<file path="config.mk">
export PLATFORM = sky130hd
export DESIGN_NAME = instr_decode
export DESIGN_NICKNAME = d
export VERILOG_FILES = /design/src/rtl/instr_decode.sv
export SDC_FILE = /design/constraint.sdc
export NUM_CORES = 1
export LEC_CHECK = 0
export ABC_AREA = 1
export CORE_UTILIZATION = 48
export DETAILED_ROUTE_END_ITERATION = 12
export HOLD_SLACK_MARGIN = 0.02
export PLACE_DENSITY = 0.9
export SYNTH_ARGS = -nofsm -noshare
export SYNTH_HDL_FRONTEND = slang
export SYNTH_SLANG_ARGS = --single-unit
</file>
<file path="constraint.sdc">
create_clock -name clk -period 3.2 [get_ports clk]
set_input_delay 0.8 -clock clk [delete_from_list [all_inputs] [get_ports clk]]
set_output_delay 0.8 -clock clk [all_outputs]
set_load 0.05 [all_outputs]
</file>
<file path="src/rtl/instr_decode.sv">
// instr_decode: IF/ID pipeline register that decodes 16-bit instruction words.
// Load-use bubble insertion is compiled in only when DECODE_HAZARD_EN is defined.
module instr_decode (
  input  logic        clk,
  input  logic        rst,
  input  logic [15:0] in_instr,
  input  logic        in_valid,
  output logic        in_ready,
  input  logic        flush,
  output logic        out_valid,
  input  logic        out_ready,
  output logic [3:0]  opcode,
  output logic [3:0]  rd,
  output logic [3:0]  rs1,
  output logic [3:0]  rs2,
  output logic [15:0] imm,
  output logic        reg_write,
  output logic        mem_read,
  output logic        mem_write,
  output logic        branch,
  output logic        jump,
  output logic        halt,
  output logic        illegal
);

  typedef enum logic [3:0] {
    OP_NOP  = 4'h0,
    OP_ADD  = 4'h1,
    OP_SUB  = 4'h2,
    OP_AND  = 4'h3,
    OP_OR   = 4'h4,
    OP_XOR  = 4'h5,
    OP_ADDI = 4'h6,
    OP_LD   = 4'h7,
    OP_ST   = 4'h8,
    OP_BEQ  = 4'h9,
    OP_JMP  = 4'hA,
    OP_HLT  = 4'hF
  } opcode_e;

  typedef struct packed {
    logic [3:0]  opcode;
    logic [3:0]  rd;
    logic [3:0]  rs1;
    logic [3:0]  rs2;
    logic [15:0] imm;
    logic        reg_write;
    logic        mem_read;
    logic        mem_write;
    logic        branch;
    logic        jump;
    logic        halt;
    logic        illegal;
  } dec_t;

  dec_t dec_in;
  dec_t dec_d, dec_q;
  logic out_valid_d, out_valid_q;
  logic halted_d, halted_q;
  logic hazard;
  logic in_xfer, out_xfer;

  logic [15:0] sext4;
  assign sext4 = {{12{in_instr[3]}}, in_instr[3:0]};

  always_comb begin
    dec_in        = '0;
    dec_in.opcode = in_instr[15:12];
    case (in_instr[15:12])
      OP_NOP: ;
      OP_ADD, OP_SUB, OP_AND, OP_OR, OP_XOR: begin
        dec_in.rd        = in_instr[11:8];
        dec_in.rs1       = in_instr[7:4];
        dec_in.rs2       = in_instr[3:0];
        dec_in.reg_write = 1'b1;
      end
      OP_ADDI, OP_LD: begin
        dec_in.rd        = in_instr[11:8];
        dec_in.rs1       = in_instr[7:4];
        dec_in.imm       = sext4;
        dec_in.reg_write = 1'b1;
        dec_in.mem_read  = (in_instr[15:12] == OP_LD);
      end
      OP_ST: begin
        dec_in.rs2       = in_instr[11:8];
        dec_in.rs1       = in_instr[7:4];
        dec_in.imm       = sext4;
        dec_in.mem_write = 1'b1;
      end
      OP_BEQ: begin
        dec_in.rs1    = in_instr[11:8];
        dec_in.rs2    = in_instr[7:4];
        dec_in.imm    = sext4;
        dec_in.branch = 1'b1;
      end
      OP_JMP: begin
        dec_in.imm  = {{4{in_instr[11]}}, in_instr[11:0]};
        dec_in.jump = 1'b1;
      end
      OP_HLT:  dec_in.halt    = 1'b1;
      default: dec_in.illegal = 1'b1;
    endcase
  end

`ifdef DECODE_HAZARD_EN
  // Only sources the incoming format actually reads may raise a hazard;
  // normalized-to-zero fields must not alias a held rd of 0.
  logic use_rs1, use_rs2;

  always_comb begin
    use_rs1 = 1'b0;
    use_rs2 = 1'b0;
    case (in_instr[15:12])
      OP_ADD, OP_SUB, OP_AND, OP_OR, OP_XOR, OP_ST, OP_BEQ: begin
        use_rs1 = 1'b1;
        use_rs2 = 1'b1;
      end
      OP_ADDI, OP_LD: use_rs1 = 1'b1;
      default: ;
    endcase
  end

  assign hazard = out_valid_q & dec_q.mem_read & in_valid &
                  ((use_rs1 & (dec_in.rs1 == dec_q.rd)) |
                   (use_rs2 & (dec_in.rs2 == dec_q.rd)));
`else
  assign hazard = 1'b0;
`endif

  assign in_ready = (~out_valid_q | out_ready) & ~halted_q & ~hazard & ~flush;
  assign in_xfer  = in_valid & in_ready;
  assign out_xfer = out_valid_q & out_ready;

  always_comb begin
    dec_d       = dec_q;
    out_valid_d = out_valid_q;
    halted_d    = halted_q;
    if (flush) begin
      out_valid_d = 1'b0;
    end else if (in_xfer) begin
      dec_d       = dec_in;
      out_valid_d = 1'b1;
      if (dec_in.halt) halted_d = 1'b1;
    end else if (out_xfer) begin
      out_valid_d = 1'b0;
    end
  end

  always_ff @(posedge clk or negedge rst) begin
    if (!rst) begin
      dec_q       <= '0;
      out_valid_q <= 1'b0;
      halted_q    <= 1'b0;
    end else begin
      dec_q       <= dec_d;
      out_valid_q <= out_valid_d;
      halted_q    <= halted_d;
    end
  end

  assign out_valid = out_valid_q;
  assign opcode    = dec_q.opcode;
  assign rd        = dec_q.rd;
  assign rs1       = dec_q.rs1;
  assign rs2       = dec_q.rs2;
  assign imm       = dec_q.imm;
  assign reg_write = dec_q.reg_write;
  assign mem_read  = dec_q.mem_read;
  assign mem_write = dec_q.mem_write;
  assign branch    = dec_q.branch;
  assign jump      = dec_q.jump;
  assign halt      = dec_q.halt;
  assign illegal   = dec_q.illegal;

endmodule

</file>
==> results_dict.tcl, run 1 <==
set metrics [dict create \
    outcome "finished clean" \
    drt-total-wl_um 4121 \
    seqPwrFrac_pct 55.8 \
    p_total_mw 0.8695 \
    n_antenna_cell 0 \
    wl_per_cell_um 13.34 \
    clkTransAtPathRegs_ps 100 \
    postCtsHoldBufs 0 \
    viasPerCell 5.230 \
    drv_cap 0 \
    fin_crit_sh_pct 80.48 \
    cts_max_path_buffers 2 \
    yosysWarningCount 0 \
    avgSynthCellArea_um2 8.493 \
    power.density_nw_per_um2 362.7 \
    cellInternalPower_mw 0.6213 \
    hp-class "flop to flop" \
    io_pins 62 \
    cp_data_required_time_ps 2400 \
    synth.most_common_cell "nand2_1" \
    synth_cells 203 \
    initial_core_util_pct 50.87 \
    drc_errors 0 \
    syn_area_um2 1724 \
    cts_max_level 2 \
    static-leakage-power_nw 1.136 \
    die_y_um 61.94 \
    max_freq_ghz 0.3883 \
    endpoint_kind "output port" \
    ctsResizeCount 0 \
    gp_congestion 0.8707 \
    finalSetupViolCount 0 \
    antenna_found_initial 0 \
    synth_flop_cell "dfrtp_1" \
    rsz0062_at_grt "false" \
    nets 283 \
    hold_violations 0 \
    fin_skew_ps 9.620 \
    fin_tns_setup_ps 0 \
    p_switching_mw 0.2482 \
    antenna_left 0 \
    synth_fp_nets 224 \
    drtIter0Drc 117 \
    cts_tree "built" \
    yosysTopAreaCellShare_pct 53.70 \
    yosysUniqueCellTypes 20 \
    synth-edff-count 0 \
    drt_pre_antenna_iters 4 \
    drive_gt1_share_pct 7.985 \
    area_delta_synth_final_pct 39.04 \
    clockRootBuffer "clkbuf_4" \
    clockPowerShare_pct 26.7 \
    vdd_drop_max_mv 0.1816 \
    p_sw_share_pct 28.54 \
    cts_setup_buffers 0 \
    dp_hpwl_um 2979 \
    io_buffers 61 \
    synthArstFlopShare_pct 100.0 \
    ys_seq_area_share_pct 53.70 \
    grt_max_degree 38 \
    combPwrFrac_pct 17.5 \
    grt_usage_pct 24.21 \
    synthTopCellsByArea "dfrtp_1 54%, nand2_1 14%, nand3_1 13%, o21ai_0 3.2%, buf_4 3.0%" \
    dr_total_vias 1616 \
    max_slew_margin_pct 50.22 \
    grt_pass1_vias 1469 \
    clkLatencyLatePin_ps 340 \
    synth_area_leader_cell "dfrtp_1" \
    final_max_slew_viol_count 0 \
    numCtsBuffers 5 \
    core_area_um2 3390 \
    clock_sinks 37 \
    grt_pass1_wl_um 6527 \
    worstSetupPathType "input pin to output port" \
    rows 21 \
    die-width_um 61.94 \
    worstPathMaxFanout 3 \
    fin_crit_ps 2575 \
    die-area_um2 3836 \
    worstMarginPinSlew_ps 744.6 \
    critPathArrivalTime_ps 1780 \
    startpoint_type "input pin" \
    yosys-top-cells-count "66 x nand2_1, 44 x nand3_1, 37 x dfrtp_1, 11 x inv_1, 11 x o21ai_0" \
    overflow 0 \
    ys_ff_latch 37 \
]
-- stage by stage --
stage               instance area, um2  cells  utilization [%]  setup slack, ps  hold WS, ps
floorplan                         1724    203                -            992.8        434.5
detailed placement                2349    301            69.29            545.4        454.0
global route                      2397    309            70.73            525.7        520.6
finish                            2397    309            70.73            624.5        480.0
global placement                  2349    301            69.29            596.3        451.7
CTS                               2397    309            70.73            611.6        479.7
-- worst paths after layout --
kind,endpoint,slack (ps),cells past startpoint,start
min,halted_q,480,2,halted_q
max,in_ready,620,6,out_ready
max in group asynchronous,rs1[0],2000,2,rst
min reg2reg,halted_q,480,2,halted_q
max reg2reg,imm[7],1410,5,halted_q
min in group asynchronous,reg_write,870,2,rst
-- cells by family (layout without fill, tap and decap cells) --
family / after synthesis / in the layout / synth area share [%]
compound gates: 16 / 16 / 4.644
xor+xnor: 1 / 1 / 0.5081
buf+inv: 24 / 84 / 6.821
flops: 37 / 37 / 53.70
simple gates: 125 / 125 / 34.33
-- layout make-up --
| class | instances | area, um2 |
|---|---|---|
| tap | 46 | 57.56 |
| multi-input combinational | 142 | 680.7 |
| clock buffer | 8 | 48.80 |
| inverter | 13 | 48.80 |
| fill | 251 | 992.2 |
| sequential | 37 | 925.9 |
| timing repair buffer | 63 | 635.6 |
-- state kept, by name, summed over array words and instances, names as in the netlist --
name / cells
out_valid: 1
rs1: 4
reg_write: 1
branch: 1
mem_read: 1
imm: 12
halt: 1
rd: 4
opcode: 4
illegal: 1
mem_write: 1
halted_q: 1
rs2: 4
jump: 1
-- routing by layer --
layer | up-vias | track usage (%) | wire length (um)
met4 | 0 | 10.48 | 58
met5 | - | 0 | 0
met1 | 772 | 32.43 | 1766
met3 | 6 | 6.418 | 302
li1 | 773 | - | -
met2 | 65 | 37.33 | 1993
-- critical path: stages --
cell             delay [ps]
clkdlybuf4s50_1         450
inv_1                    30
nand2_1                  80
nand2_1                 140
inv_1                   130
buf_12                  140
-- power by group through the flow --
stage / Combinational (mW) / Sequential [mW] / Clock (mW)
floorplan: 0.0385 / 0.533 / 0
global placement: 0.151 / 0.494 / 0
detailed placement: 0.152 / 0.494 / 0
CTS: 0.153 / 0.485 / 0.238
global route: 0.163 / 0.487 / 0.253
finish: 0.152 / 0.485 / 0.232
-- placed cells by master (no fill, tap or decap) --
cell type,synthesis,layout
buf_4,7,2
inv_1,11,11
dfrtp_1,37,37
nand3_4,1,1
a21oi_1,1,1
nor3_1,1,1
buf_12,0,1
nor2_8,1,1
nand3_2,1,1
clkbuf_1,3,3
nand3_1,44,44
xor2_1,1,1
clkbuf_4,0,5
nand2_1,66,66
o21ai_0,11,11
nor2_2,3,3
nor2_1,3,3
o21ai_1,4,4
inv_2,2,2
nor2_4,2,2
nand2_2,3,3
clkdlybuf4s50_1,0,60
Power figures use the tool's default switching activity.
==> inputs of run 2 (changes only) <==
Settings changed: CORE_UTILIZATION 48 to 40, PLACE_DENSITY 0.9 to 0.81.
Clock period 3.2 ns to 2.1 ns, I/O delays scaled along.
==> run 2 against run 1 <==
Against the previous run: register-to-register slack got worse by 710 ps; critical path depth decreased by 1; clock skew decreased by 5.8 ps; global-route usage decreased by 4.2 points; cell count increased by 2.3%; via count decreased by 1.7%; flip-flop and latch count unchanged; sequential share of layout area decreased by 1.1 points; largest cell class unchanged; highest routed layer unchanged.
==> results_dict.tcl, run 2 (synthesized netlist as in run 1, its figures left out) <==
set metrics [dict create \
    dpl_cell_area_um2 2384 \
    rows 23 \
    seq_area_um2 925.9 \
    startpoint_type "input pin" \
    regToRegSetupSlack_ps 700 \
    max_freq_ghz 0.4888 \
    antenna_found_initial 0 \
    final_max_slew_viol_count 0 \
    clock_sinks 37 \
    rsz0062_at_grt "false" \
    cp_data_required_time_ps 1570 \
    postCtsHoldBufs 0 \
    worstSetupPathType "input pin to output port" \
    drtIter0Drc 84 \
    final_common_cell "nand2_1" \
    drv_cap 0 \
    worstReg2RegEnd "rd[1]" \
    fin_crit_ps 2046 \
    core_area_um2 4058 \
    area_delta_synth_final_pct 43.25 \
    nets 287 \
    drive_gt1_share_pct 11.65 \
    worstPathMaxFanout 2 \
    numCtsBuffers 5 \
    die_y_um 67.66 \
    r2r_cells 5 \
    clkTransAtPathRegs_ps 60 \
    largest_reg_flops 12 \
    fin_tns_setup_ps 0 \
    max_slew_margin_pct 66.31 \
    cts_max_level 2 \
    endpoint_kind "output port" \
    cp-endpoint "in_ready" \
    vdd_drop_max_mv 0.4196 \
    dp_hpwl_um 3006 \
    worstMarginPinSlew_ps 503.8 \
    clkLatencyLatePin_ps 290 \
    cts_tree "built" \
    stdcell_area_um2 2470 \
    die-area_um2 4577 \
    r2r_start "halted_q" \
    layout_common_cells "66 x nand2_1, 55 x clkdlybuf4s50_1, 44 x nand3_1" \
    finalSetupViolCount 0 \
    hold_violations 0 \
    viasPerCell 5.028 \
    die-width_um 67.66 \
    drc_errors 0 \
    initial_core_util_pct 42.49 \
    power.density_nw_per_um2 595.1 \
    dr_total_vias 1589 \
    io_pins 62 \
    nFillCells 358 \
    antenna_left 0 \
    fin_util_pct 60.87 \
    grt_pass1_wl_um 6789 \
    io_buffers 61 \
    overflow 0 \
    gp_congestion 0.8860 \
    drt-total-wl_um 4254 \
    n_antenna_cell 0 \
    outcome "finished clean" \
    ctsResizeCount 0 \
    multi_input_area_um2 680.7 \
    grt_usage_pct 19.99 \
    worstSetupStartpoint "flush" \
    cts_max_path_buffers 2 \
    fin_crit_sh_pct 97.42 \
    critPathArrivalTime_ps 1520 \
    hp-class "flop to flop" \
    grt_pass1_vias 1554 \
    cts_setup_buffers 0 \
    fin_skew_ps 3.840 \
    grt_max_degree 40 \
    drt_pre_antenna_iters 4 \
    clockRootBuffer "clkbuf_8" \
    p_total_mw 1.470 \
    static-leakage-power_nw 1.187 \
    wl_per_cell_um 13.46 \
]
==> run 2: cell count changes in the layout (fill, tap and decap cells not counted), sizes merged <==
cell,before,now
buf,3,12
clkdlybuf4s50,60,55
clkbuf,8,7
==> run 2: through the flow <==
step	hold WS (ps)	worst slack (ps)	std cells
floorplan	229.4	373.3	203
global placement	455.5	84.02	309
detailed placement	465.3	53.40	309
CTS	483.5	47.89	316
global route	506.8	13.85	316
finish	477.0	54.18	316
==> run 2: layer usage <==
| layer | up-vias | global-route usage [%] | routed length (um) |
|---|---|---|---|
| met5 | - | 0 | 0 |
| met2 | 58 | 32.80 | 2022 |
| met1 | 748 | 25.43 | 1882 |
| met3 | 7 | 4.899 | 286 |
| met4 | 0 | 6.915 | 61 |
| li1 | 776 | - | - |
==> run 2: worst min-delay path by stage <==
stage             start        to  slack [ps]  depth (start not counted)
5_1_grt            halt      halt         510                          2
4_1_cts            halt      halt         480                          2
6_report           halt      halt         480                          2
3_5_place_dp       halt      halt         470                          2
2_1_floorplan       rst    branch         230                          0
3_3_place_gp   halted_q  halted_q         460                          2
==> run 2: area by class of cell <==
class	count	share of cell area (%)
tap	50	2.533
inverter	13	1.976
sequential	37	37.49
clock buffer	7	3.495
timing repair buffer	67	26.95
multi-input combinational	142	27.56
==> run 2: power by group <==
part	internal, mW	leakage (nW)	switching [mW]
Sequential	0.730	0.504	0.00983
Clock	0.260	0.0443	0.233
Combinational	0.0873	0.639	0.150
Total	1.08	1.19	0.393
==> run 2: worst max-delay path: stages <==
cell             delay, ps
clkdlybuf4s50_1        420
nor2_1                 140
nand2_1                160
inv_1                  130
buf_12                 140
